--- src/rtl/jtag_sync_arbiter.sv ---
// jtag_sync_arbiter: round-robin sharing of one synchronizer pulse channel with guard gaps
module jtag_sync_arbiter #(
  parameter int NUM_REQ = 4,
  parameter int GUARD_CYCLES = 6,
  localparam int TAG_WIDTH = $clog2(NUM_REQ)
) (
  input  logic                 clk_i,
  input  logic                 reset_i,
  input  logic                 enable_i,
  input  logic [NUM_REQ-1:0]   req_i,
  input  logic                 clr_ovf_i,
  output logic                 sync_pulse_o,
  output logic [TAG_WIDTH-1:0] sync_tag_o,
  output logic [NUM_REQ-1:0]   grant_o,
  output logic [NUM_REQ-1:0]   pending_o,
  output logic [NUM_REQ-1:0]   overflow_o,
  output logic                 busy_o
);
  localparam int CW = $clog2(GUARD_CYCLES + 1);
  typedef enum logic [1:0] {IDLE, ISSUE, GUARD} state_t;
  state_t               state_q;
  logic [CW-1:0]        cnt_q;
  logic [TAG_WIDTH-1:0] ptr_q, tag_q, win_d;
  logic [NUM_REQ-1:0]   pending_q, overflow_q, grant_q, grant_d;
  logic                 pulse_q, hit_d, issue_d;
  // first pending requester after the last winner, wrapping around
  always_comb begin
    win_d = ptr_q;
    hit_d = 1'b0;
    for (int k = 1; k <= NUM_REQ; k++)
      if (!hit_d && pending_q[(int'(ptr_q) + k) % NUM_REQ]) begin
        win_d = TAG_WIDTH'((int'(ptr_q) + k) % NUM_REQ);
        hit_d = 1'b1;
      end
    issue_d = hit_d && enable_i && (state_q == IDLE || (state_q == GUARD && cnt_q == '0));
    grant_d = issue_d ? NUM_REQ'(1) << win_d : '0;
  end
  // FSM, request latching and registered outputs
  always_ff @(posedge clk_i) begin
    if (reset_i) begin
      state_q    <= IDLE;
      cnt_q      <= '0;
      ptr_q      <= TAG_WIDTH'(NUM_REQ - 1);
      tag_q      <= '0;
      pulse_q    <= 1'b0;
      grant_q    <= '0;
      pending_q  <= '0;
      overflow_q <= '0;
    end else begin
      pending_q  <= (pending_q & ~grant_d) | req_i;
      overflow_q <= (overflow_q | (req_i & pending_q & ~grant_d)) & ~{NUM_REQ{clr_ovf_i}};
      pulse_q    <= issue_d;
      grant_q    <= grant_d;
      if (issue_d) begin
        state_q <= ISSUE;
        tag_q   <= win_d;
        ptr_q   <= win_d;
      end else if (state_q == ISSUE) begin
        state_q <= GUARD;
        cnt_q   <= CW'(GUARD_CYCLES - 1);
      end else if (state_q == GUARD) begin
        if (cnt_q == '0) state_q <= IDLE;
        else cnt_q <= cnt_q - 1'b1;
      end
    end
  end
  assign sync_pulse_o = pulse_q;
  assign sync_tag_o   = tag_q;
  assign grant_o      = grant_q;
  assign pending_o    = pending_q;
  assign overflow_o   = overflow_q;
  assign busy_o       = state_q != IDLE;
endmodule

--- config.mk ---
export PLATFORM = sky130hd
export DESIGN_NAME = jtag_sync_arbiter
export DESIGN_NICKNAME = d
export VERILOG_FILES = /design/src/rtl/jtag_sync_arbiter.sv
export SDC_FILE = /design/constraint.sdc
export NUM_CORES = 1
export LEC_CHECK = 0
export BUFFER_PORTS_ARGS = -buffer_cell sky130_fd_sc_hd__buf_2
export CAP_MARGIN = 40
export CORE_MARGIN = 10
export CORE_UTILIZATION = 55
export CTS_CLUSTER_SIZE = 12
export DETAILED_ROUTE_END_ITERATION = 8
export GPL_TIMING_DRIVEN = 1
export PLACE_DENSITY = 0.94
export SYNTH_ARGS = -nofsm -noshare
export SYNTH_HDL_FRONTEND = slang
export SYNTH_SLANG_ARGS = --single-unit
--- constraint.sdc ---
create_clock -name clk_i -period 2.5 [get_ports clk_i]
set_input_delay 0 -clock clk_i [delete_from_list [all_inputs] [get_ports clk_i]]
set_output_delay 0 -clock clk_i [all_outputs]
set_load 0.02 [all_outputs]
==> summary.txt <==
Timing
  • Period Utilization, post-route: 83.8%
  • FMAX: 0.478 GHz
  • PnR worst setup slack: 0.406 ns
  • Final Max Slew Viols: 0
  • Hold Fails Final Rpt: 0
  • RSZ-0062 raised after global routing: false
  • Tightest Pin Transition: 0.619 ns
  • Final setup viols: 0
  • Setup TNS: 0 ns
  • Relative slew slack: 57.6%
  • Hold Worst Slack: 0.0384 ns
  • Minimum clock period: 2.09 ns
  • Skew final: 0.00937 ns

Setup path
  • Worst R2R Path Depth: 7
  • CP required: 2.76 ns
  • CP startpoint kind: register
  • Crit path capture type: register
  • Crit Path Class: reg2reg
  • CP max FO: 12
  • Worst EP arrival: 2.35 ns

Place
  • Final GP Congestion: 0.830
  • Dpl hpwl: 1820 um
  • IO Port Bufs: 23
  • Dpl ws: 0.461 ns
  • Area after DPL: 1130 um2
  • Dpl cells: 160

Layout
  • Core Util, Final: 71.6%
  • Finished Cell Area: 1240 um2
  • Layout area overhead: 24.1%
  • Post-route insts no fill: 169
  • Register area: 440 um2
  • N_diodes: 0
  • Layout cells sized above 1: 21.5%
  • # nets final: 158
  • Final-layout fill cell count: 142
  • Multi-input gate area: 502 um2

Global routing
  • Initial antenna violation count: 0
  • First-pass GRT wire length: 4150 um
  • GR Overflow Total: 0
  • Number of global-route vias before repair: 942
  • GRT Util Overall: 12.6%
  • Largest net degree at the start of global routing: 16

Power and ir drop
  • Seq pwr share: 45.2%
  • Sw Share: 30.1%
  • P_sw: 0.267 mW
  • Peak VDD IR: 0.000567 V
  • Gate power share: 23.8%
  • Total power: 0.887 mW
  • Clk network pwr share: 31.1%
  • Cell Pwr Density: 717 nW/um2
  • LEAKAGE: 0.564 nW
  • Pint: 0.620 mW

Run
  • Max-cap viol count: 0

Synthesis
  • Biggest area consumer among synthesized cells: dfxtp_1
  • Post-synthesis cell count: 114
  • Synth Cell Area: 996 um2
  • Syn_area_per_cell: 8.74 um2
  • Mapped Nets: 127
  • Top cells by area, synth: dfxtp_1 44%, ha_1 6.3%, a21oi_1 6.0%
  • Synth top area share: 44.2%
  • Ys Warns: 0
  • FF+latch count, synth: 22
  • Count of cell types in the netlist: 34
  • Seq/Total Area, Yosys: 44.2%

Clocking
  • Clock slew seen by the registers of the worst setup and hold paths: 0.13 ns
  • CTS Buffer Depth: 2
  • Clk_lat worst skew: 0.32 ns
  • Number of H-tree levels: 1
  • Sink Count: 22
  • Num CTS Buffers: 3
  • Post-CTS Resized: 0
  • Clk root buf: clkbuf_4
  • CTS tree: done

Routing
  • Via-per-instance ratio: 5.52
  • Routed WL: 2460 um
  • DRT Pass-1 Iters: 4
  • Drt wl/cell: 14.6 um
  • Antenna-violating nets left: 0
  • Via count: 933
  • # DRC: 0
  • Drt first-iter violations: 24

Floorplan
  • Die area: 3910 um2
  • Die Ht: 62.6 um
  • Core area: 1730 um2
  • IO Count: 24
  • Rows: 15
  • Die width: 62.6 um
  • Starting Density: 57.7%

Hold path
  • Hold crit path type: in2reg
  • Hold path cells: 2

Outcome
  • Outcome: finished, final reports clean
## logic make-up (layout without fill, tap and decap cells)
family          Yosys count  in the layout  share of synthesized area [%]
buf+inv                  14             44                           5.40
simple gates             37             37                           19.1
fa+ha+maj                 5              5                           6.28
compound gates           34             34                           22.9
mux                       2              2                           2.14
flops                    22             22                           44.2
## worst max-delay path: stages, from the launching register on
cell      delay (ns)
dfxtp_1         0.38
inv_1           0.07
ha_1            0.20
and3b_1         0.20
o211ai_2        0.45
nand2_2         0.14
or4_1           0.41
a31oi_1         0.17
## final timing paths
check	endpoint	start	slack, ns
hold / removal	cnt_q[2]	reset_i	0.04
setup reg to reg	cnt_q[1]	cnt_q[1]	0.41
hold reg to reg	sync_tag_o[1]	sync_tag_o[1]	0.46
setup / recovery	cnt_q[1]	cnt_q[1]	0.41
## layout make-up
| class | count | area share, % |
|---|---|---|
| multi-input cells | 78 | 40.6 |
| flip-flops and latches | 22 | 35.6 |
| repair buffers | 28 | 13.4 |
| inverters | 12 | 3.64 |
| well taps | 25 | 2.53 |
| clock inverters | 1 | 2.43 |
| clock buffers | 3 | 1.82 |
## power groups by stage
stage	combinational [mW]	sequential, mW	clock, mW
final	0.211	0.401	0.275
after detailed placement	0.203	0.408	0
after global routing	0.234	0.405	0.295
after global placement	0.198	0.406	0
after floorplan	0.130	0.423	0
after CTS	0.210	0.400	0.282
## state kept, by name (all words and copies together) (netlist names)
register	flops
grant_o	4
overflow_o	4
pending_o	4
cnt_q	3
ptr_q	2
state_q	2
sync_tag_o	2
sync_pulse_o	1
## repair_timing
item,CTS,global route
hold endpoints to repair,8,0
buffers inserted,0,0
hold buffers,5,0
## per-layer routing
metal	vias up	routed length [um]	GRT usage, %
met2	25	1280	23.1
met5	-	0	0
met1	443	986	12.8
met4	0	34	4.19
met3	5	160	4.66
li1	460	-	-
## layout by cell type (no fill, tap or decap), types with 2 or more instances in the layout
master         Yosys  routed
buf_2              1      23
dfxtp_1           22      22
inv_1             12      12
a21oi_1           12      12
nor2_1            10      10
nand2_1            9       9
ha_1               5       5
dlygate4sd3_1      0       5
nand2b_1           4       4
o31ai_1            4       4
o21a_1             4       4
a31oi_1            3       3
o21ai_0            3       3
nor3_1             3       3
clkbuf_4           0       3
a311oi_1           2       2
## synth_stat cells
master and n:
nand2_1 9, a221o_1 1, o211ai_2 1, o21ai_0 3, or4_1 1, and2_1 1
a31oi_1 3, o21bai_1 1, nor2_1 10, or4_4 1, mux2i_1 1, clkbuf_1 1
nor3b_1 1, o21a_1 4, dfxtp_1 22, a221oi_1 1, inv_1 12, ha_1 5
o211a_1 1, nand2b_1 4, nand2_2 1, a21boi_0 1, nand3b_1 1, and3b_1 1
nor4_1 1, mux2_2 1, nand3_1 1, or3_1 1, a311oi_1 2, nor3_1 3
a21oi_1 12, nor2b_1 1, o31ai_1 4, buf_2 1
(Power assumes the default switching activity.)
